[src/rtl/loc_buffer_pkg.sv]
// Shared encodings and default sizing for the LOC buffer.
package loc_buffer_pkg;
  typedef enum logic {
    STACK  = 1'b0,
    REPLAY = 1'b1
  } mode_e;

  localparam int DEF_WIDTH = 8;
  localparam int DEF_DEPTH = 64;
endpackage

[src/rtl/loc_buffer_if.sv]
// Command and status bundle between a host and loc_buffer.
interface loc_buffer_if
  import loc_buffer_pkg::*;
#(
  parameter int WIDTH = DEF_WIDTH,
  parameter int DEPTH = DEF_DEPTH
);
  localparam int CNT_W = $clog2(DEPTH) + 1;

  logic             push;
  logic             pop;
  logic             done;
  logic             restart;
  logic [WIDTH-1:0] locIn;
  logic [WIDTH-1:0] locOut;
  logic             outValid;
  logic             empStck;
  logic             full;
  logic [CNT_W-1:0] count;
  logic             mode;
  logic             ovf;
  logic             udf;

  modport master (
    output push, pop, done, restart, locIn,
    input  locOut, outValid, empStck, full, count, mode, ovf, udf
  );

  modport slave (
    input  push, pop, done, restart, locIn,
    output locOut, outValid, empStck, full, count, mode, ovf, udf
  );
endinterface

[src/rtl/loc_buffer_ram.sv]
// Entry storage: one synchronous write port, one registered read port.
// Contents are never cleared; only the read register resets.
module loc_buffer_ram
  import loc_buffer_pkg::*;
#(
  parameter int WIDTH = DEF_WIDTH,
  parameter int DEPTH = DEF_DEPTH,
  localparam int AW   = $clog2(DEPTH)
) (
  input  logic             clk,
  input  logic             rst,
  input  logic             wr_en,
  input  logic [AW-1:0]    wr_addr,
  input  logic [WIDTH-1:0] wr_data,
  input  logic             rd_en,
  input  logic [AW-1:0]    rd_addr,
  output logic [WIDTH-1:0] rd_data
);
  logic [WIDTH-1:0] mem [DEPTH];

  // Write port; no reset so the array maps onto plain storage.
  always_ff @(posedge clk) begin
    if (wr_en) mem[wr_addr] <= wr_data;
  end

  // Read register; returns the pre-write value when reading and writing the same address.
  always_ff @(posedge clk or posedge rst) begin
    if (rst)        rd_data <= '0;
    else if (rd_en) rd_data <= mem[rd_addr];
  end
endmodule

[src/rtl/loc_buffer.sv]
// LOC buffer: LIFO in STACK mode, in-order re-readable log in REPLAY mode.
module loc_buffer
  import loc_buffer_pkg::*;
#(
  parameter int WIDTH = DEF_WIDTH,
  parameter int DEPTH = DEF_DEPTH
) (
  input  logic         clk,
  input  logic         rst,
  loc_buffer_if.slave  bus
);
  localparam int CNT_W = $clog2(DEPTH) + 1;
  localparam int AW    = $clog2(DEPTH);
  localparam logic [CNT_W-1:0] DEPTH_C = CNT_W'(DEPTH);
  localparam logic [CNT_W-1:0] ONE     = CNT_W'(1);

  mode_e            mode_q, mode_d;
  logic [CNT_W-1:0] count_q, count_d;
  logic [CNT_W-1:0] rd_q, rd_d;
  logic             ovf_q, ovf_d, udf_q, udf_d, valid_q, valid_d;
  logic             wr_en, rd_en;
  logic [AW-1:0]    wr_addr, rd_addr;
  logic [CNT_W-1:0] top_idx;
  logic             empty, is_full;

  assign top_idx = count_q - ONE;
  assign is_full = (count_q == DEPTH_C);
  assign empty   = (mode_q == STACK) ? (count_q == '0) : (rd_q == count_q);

  // Mode register.
  always_ff @(posedge clk or posedge rst) begin
    if (rst) mode_q <= STACK;
    else     mode_q <= mode_d;
  end

  // Mode transitions: restart wins over done.
  always_comb begin
    mode_d = mode_q;
    if (bus.restart)   mode_d = STACK;
    else if (bus.done) mode_d = REPLAY;
  end

  // Per-cycle action decode: pointer/flag updates and RAM port controls.
  always_comb begin
    count_d = count_q;
    rd_d    = rd_q;
    ovf_d   = ovf_q;
    udf_d   = udf_q;
    valid_d = 1'b0;
    wr_en   = 1'b0;
    rd_en   = 1'b0;
    wr_addr = count_q[AW-1:0];
    rd_addr = top_idx[AW-1:0];
    if (bus.restart) begin
      count_d = '0;
      rd_d    = '0;
      ovf_d   = 1'b0;
      udf_d   = 1'b0;
    end else if (bus.done) begin
      rd_d = '0;
    end else if (mode_q == STACK) begin
      if (bus.push && bus.pop) begin
        wr_en = 1'b1;
        if (!empty) begin
          // Swap: old top is read out while the same slot takes the new value.
          wr_addr = top_idx[AW-1:0];
          rd_en   = 1'b1;
          valid_d = 1'b1;
        end else begin
          count_d = count_q + ONE;
          udf_d   = 1'b1;
        end
      end else if (bus.push) begin
        if (is_full) begin
          ovf_d = 1'b1;
        end else begin
          wr_en   = 1'b1;
          count_d = count_q + ONE;
        end
      end else if (bus.pop) begin
        if (empty) begin
          udf_d = 1'b1;
        end else begin
          rd_en   = 1'b1;
          count_d = top_idx;
          valid_d = 1'b1;
        end
      end
    end else begin
      if (bus.push) ovf_d = 1'b1;
      if (bus.pop) begin
        if (empty) begin
          udf_d = 1'b1;
        end else begin
          rd_en   = 1'b1;
          rd_addr = rd_q[AW-1:0];
          rd_d    = rd_q + ONE;
          valid_d = 1'b1;
        end
      end
    end
  end

  // Pointer, flag and read-valid registers.
  always_ff @(posedge clk or posedge rst) begin
    if (rst) begin
      count_q <= '0;
      rd_q    <= '0;
      ovf_q   <= 1'b0;
      udf_q   <= 1'b0;
      valid_q <= 1'b0;
    end else begin
      count_q <= count_d;
      rd_q    <= rd_d;
      ovf_q   <= ovf_d;
      udf_q   <= udf_d;
      valid_q <= valid_d;
    end
  end

  loc_buffer_ram #(
    .WIDTH(WIDTH),
    .DEPTH(DEPTH)
  ) u_ram (
    .clk    (clk),
    .rst    (rst),
    .wr_en  (wr_en),
    .wr_addr(wr_addr),
    .wr_data(bus.locIn),
    .rd_en  (rd_en),
    .rd_addr(rd_addr),
    .rd_data(bus.locOut)
  );

  assign bus.outValid = valid_q;
  assign bus.empStck  = empty;
  assign bus.full     = is_full;
  assign bus.count    = count_q;
  assign bus.mode     = mode_q;
  assign bus.ovf      = ovf_q;
  assign bus.udf      = udf_q;
endmodule

[src/flat_wrapper.sv]
// flat-port wrapper written by rule: the top's interface ports become plain ports
module loc_buffer_flat import loc_buffer_pkg::*;
#(
  parameter int WIDTH = DEF_WIDTH,
  parameter int DEPTH = DEF_DEPTH
)
  (clk, rst, bus_push, bus_pop, bus_done, bus_restart, bus_locIn, bus_locOut, bus_outValid, bus_empStck, bus_full, bus_count, bus_mode, bus_ovf, bus_udf);
  loc_buffer_if #(.WIDTH(WIDTH), .DEPTH(DEPTH)) bus_i ();
  input  logic clk;
  input  logic rst;
  input wire logic [$bits(bus_i.push)-1:0] bus_push;
  input wire logic [$bits(bus_i.pop)-1:0] bus_pop;
  input wire logic [$bits(bus_i.done)-1:0] bus_done;
  input wire logic [$bits(bus_i.restart)-1:0] bus_restart;
  input wire logic [$bits(bus_i.locIn)-1:0] bus_locIn;
  output wire logic [$bits(bus_i.locOut)-1:0] bus_locOut;
  output wire logic [$bits(bus_i.outValid)-1:0] bus_outValid;
  output wire logic [$bits(bus_i.empStck)-1:0] bus_empStck;
  output wire logic [$bits(bus_i.full)-1:0] bus_full;
  output wire logic [$bits(bus_i.count)-1:0] bus_count;
  output wire logic [$bits(bus_i.mode)-1:0] bus_mode;
  output wire logic [$bits(bus_i.ovf)-1:0] bus_ovf;
  output wire logic [$bits(bus_i.udf)-1:0] bus_udf;
  assign bus_i.push = bus_push;
  assign bus_i.pop = bus_pop;
  assign bus_i.done = bus_done;
  assign bus_i.restart = bus_restart;
  assign bus_i.locIn = bus_locIn;
  assign bus_locOut = bus_i.locOut;
  assign bus_outValid = bus_i.outValid;
  assign bus_empStck = bus_i.empStck;
  assign bus_full = bus_i.full;
  assign bus_count = bus_i.count;
  assign bus_mode = bus_i.mode;
  assign bus_ovf = bus_i.ovf;
  assign bus_udf = bus_i.udf;
  loc_buffer #(.WIDTH(WIDTH), .DEPTH(DEPTH)) u_core (.clk(clk), .rst(rst), .bus(bus_i));
endmodule
[config.mk]
export PLATFORM = sky130hd
export DESIGN_NAME = loc_buffer_flat
export DESIGN_NICKNAME = d
export VERILOG_FILES = /design/src/rtl/loc_buffer_pkg.sv /design/src/rtl/loc_buffer_if.sv /design/src/rtl/loc_buffer_ram.sv /design/src/rtl/loc_buffer.sv /design/src/flat_wrapper.sv
export SDC_FILE = /design/constraint.sdc
export NUM_CORES = 1
export LEC_CHECK = 0
export ABC_CLOCK_PERIOD_IN_PS = 5360
export CORE_ASPECT_RATIO = 1.2
export CORE_UTILIZATION = 55
export DETAILED_ROUTE_END_ITERATION = 8
export GPL_TIMING_DRIVEN = 0
export PLACE_DENSITY_LB_ADDON = 0.15
export SLEW_MARGIN = 20
export SYNTH_ARGS = -nofsm -noshare
export SYNTH_HDL_FRONTEND = slang
export SYNTH_SLANG_ARGS = --single-unit
export TNS_END_PERCENT = 30
[constraint.sdc]
create_clock -name clk -period 5.36 [get_ports clk]
set_clock_uncertainty 0.1 [all_clocks]
set_input_delay 0.536 -clock clk [delete_from_list [all_inputs] [get_ports clk]]
set_output_delay 0.536 -clock clk [all_outputs]
set_load 0.02 [all_outputs]
==> flow_summary.json <==
{
  "status": "completed",
  "numCtsBuffers": 51,
  "area_growth_pct": 12.31,
  "drt_iter0_markers": 1411,
  "synth_most_common_cell": "edfxtp_1",
  "grt_use_total_pct": 28.74,
  "drt-wirelength-per-cell_um": 26.67,
  "drc": 0,
  "clk_latency_ns": 0.58,
  "hold_viol_final": 0,
  "critPathKind": "reg -> reg",
  "clock.fmax_mhz": 199.2,
  "period_minus_slack_ns": 5.019,
  "crit_start": "u_core.bus.count[0]$_DFFE_PP0P_",
  "syn_inst": 1498,
  "pre_cts_ws_ns": 0.07164,
  "hp-class": "in -> reg",
  "antenna_found_initial": 0,
  "antenna_left": 0,
  "rsz0062_at_grt": "no",
  "async_reset_ff_share_pct": 4.833,
  "start_util_pct": 56.24,
  "min_path_cells": 1,
  "rrSetupSlack_ns": 0.34,
  "start_kind": "flop",
  "tightest_slew_ns": 1.159,
  "irDropWorstVdd_v": 0.0002566,
  "die-area_sq_mm": 0.04073,
  "leakage_uw": 0.008212,
  "routabilityCongestion": 0.8876,
  "cts_resized": 0,
  "crit_path_top_delay_cell": "nor4_1",
  "synthesis.nets": 1515,
  "cp_cell_sequence": "buf_4, inv_1, ha_1, nand2b_1, nor2_1, xor2_1, nand3_1, nand2_1, clkbuf_1, o21ai_0, nor4_1, a2111oi_0, a221o_1",
  "synth_ff_type": "edfxtp_1",
  "synth_area_leaders": "edfxtp_1 (70%), mux2i_1 (6.1%), nand2_1 (4.1%)",
  "synthTopCellsByCount": "edfxtp_1 (512), nand2_1 (239), mux2i_1 (133)",
  "rows": 79,
  "required_ns": 5.72,
  "synth_seq_cells": 538,
  "rr_worst_depth": 13,
  "drive_above_1_share_pct": 9.582,
  "finalSetupTns_ns": 0,
  "io_pins": 35,
  "finalSetupViolations": 0,
  "detailed_place_hpwl_mm": 37.75,
  "cpPeakStageDelay_ns": 0.72,
  "synth_edf_count": 512,
  "path_buf_inv": 3,
  "yosysTopAreaCellShare_pct": 70.02,
  "htree_levels": 2,
  "r2r-start": "u_core.bus.count[0]$_DFFE_PP0P_",
  "die_h_um": 220.9,
  "dr.pass1.iters": 6,
  "cts_sinks": 538,
  "diodes": 0,
  "vias": 13490,
  "syn-cell-area_sq_mm": 0.02196,
  "drv_cap": 0,
  "fin_ws_ns": 0.3406,
  "path_delay_family": "simple AND/OR/NAND/NOR gates",
  "ctsHoldBuffers": 0,
  "clkTransAtPathRegs_ns": 0.06,
  "fin_crit_sh_pct": 93.65,
  "cts_max_path_buffers": 3,
  "ys_seq_area_share_pct": 72.98,
  "clk_root_buffer_cell": "clkbuf_16",
  "grt_pass1_vias": 13060,
  "final_max_slew_viol_count": 0,
  "viasPerCell": 6.262,
  "io_buffer_count": 34,
  "grt_max_degree": 65,
  "yosys.area.top_type": "edfxtp_1",
  "synth.avg_cell_area_sq_um": 14.66,
  "synth-warning-count": 0,
  "die_width_um": 184.4,
  "cts_tree": "yes",
  "coreArea_sq_mm": 0.03904,
  "cp-end-kind": "flop",
  "max_slew_margin_pct": 20.76,
  "power_density_mw_per_mm2": 470.3,
  "postCtsSetupBuffers": 0,
  "wl_mm": 57.44,
  "nNetsFinal": 1605,
  "worstSetupPathDepth": 13,
  "reg2reg_to": "u_core.u_ram.rd_data[3]$_DFFE_PP0P_",
  "synthDistinctLibCells": 57,
  "crit_fanout": 10,
  "worstSetupEndpoint": "u_core.u_ram.rd_data[3]$_DFFE_PP0P_",
  "crit_arrival_ns": 5.38,
  "grt_pass1_wl_mm": 84.11,
  "overflow": 0
}
-- stage by stage --
step | power (uW) | hold slack, ns | instance area [sq um] | cells | util [%]
after detailed placement | 7990 | 0.3913 | 22980 | 2060 | 58.87
after CTS | 11570 | 0.2724 | 24650 | 2153 | 63.14
after floorplan | 6703 | 0.4249 | 21960 | 1498 | -
after global placement | 7956 | 0.3834 | 22960 | 2058 | 58.80
final | 11600 | 0.2919 | 24660 | 2154 | 63.16
after global routing | 11950 | 0.2875 | 24660 | 2154 | 63.16
-- how the worst min path moves through the flow --
stage	startpoint	end	slack, ns
6_report	bus_locIn[1]	u_core.u_ram.mem[11][1]$_DFFE_PP_	0.29
5_1_grt	bus_locIn[1]	u_core.u_ram.mem[11][1]$_DFFE_PP_	0.29
4_1_cts	bus_locIn[1]	u_core.u_ram.mem[11][1]$_DFFE_PP_	0.27
3_5_place_dp	u_core.bus.ovf$_DFFE_PP0P_	u_core.bus.ovf$_DFFE_PP0P_	0.39
3_3_place_gp	u_core.bus.ovf$_DFFE_PP0P_	u_core.bus.ovf$_DFFE_PP0P_	0.38
2_1_floorplan	u_core.rd_q[6]$_DFFE_PP0P_	u_core.rd_q[6]$_DFFE_PP0P_	0.42
-- cell families (layout without fill, tap and decap cells) --
| group | Yosys count | count (layout) | synth area share, % |
|---|---|---|---|
| flops | 538 | 538 | 72.98 |
| mux | 149 | 149 | 7.653 |
| fa+ha+maj | 3 | 3 | 0.1710 |
| compound gates | 268 | 268 | 8.143 |
| buf+inv | 96 | 226 | 2.051 |
| xor+xnor | 21 | 21 | 0.8377 |
| simple gates | 423 | 423 | 8.160 |
-- sequential cells by signal, summed over array words and instances (netlist names) --
signal,flops
u_core.u_ram.mem,512
u_core.u_ram.rd_data,8
u_core.bus.count,7
u_core.rd_q,7
u_core.bus.mode,1
u_core.bus.outValid,1
u_core.bus.ovf,1
u_core.bus.udf,1
-- worst reg2reg max path, cell delays in order (launching register included) --
cell,delay [ns]
dfrtp_1,0.40
buf_4,0.19
inv_1,0.23
ha_1,0.36
nand2b_1,0.11
nor2_1,0.19
xor2_1,0.55
nand3_1,0.27
nand2_1,0.29
clkbuf_1,0.59
o21ai_0,0.22
nor4_1,0.72
a2111oi_0,0.33
a221o_1,0.34
-- area by class of cell --
type,count,area [sq um]
tap,526,658.1
multi-input combinational,864,5492
fill,2806,14380
clock inverter,23,272.8
buffer,82,397.9
sequential,538,16030
clock buffer,70,1398
timing repair buffer,37,365.4
inverter,14,52.55
-- layer usage --
layer  part of all wire, %  global-route usage, %  vias up  wire [um]
met4                   4.6                  12.58        0       2615
li1                      -                      -     5934          -
met1                    40                  40.54     6699      22920
met2                    47                  44.78      730      26960
met3                   8.6                  4.115      126       4937
met5                     0                      0        -          0
-- power breakdown --
group          leakage, uW  switching [uW]  internal [uW]
registers          0.00495            58.9           4660
clock network     0.000815            1520           2110
logic              0.00245            2260            994
total              0.00821            3840           7760
-- layout by cell type, fill, tap and decap left out, types with 5 or more instances in the layout --
master	count
edfxtp_1	512
nand2_1	239
mux2i_1	132
a21oi_1	103
nor2_1	90
clkbuf_1	55
clkbuf_16	51
o22ai_1	30
nand3_1	29
clkdlybuf4s50_1	26
dfrtp_1	26
buf_2	25
nor4_1	25
o221ai_1	24
buf_4	17
o21ai_0	17
o21bai_1	16
xnor2_1	15
a2111oi_0	15
mux4_2	15
inv_1	13
nor3_1	11
clkinv_2	10
o31ai_1	8
a221o_1	8
or4_1	7
o41ai_1	7
a22oi_1	6
xor2_1	6
bufinv_16	6
nand4_1	5
o211ai_1	5
clkbuf_8	5
(Power assumes the default switching activity.)
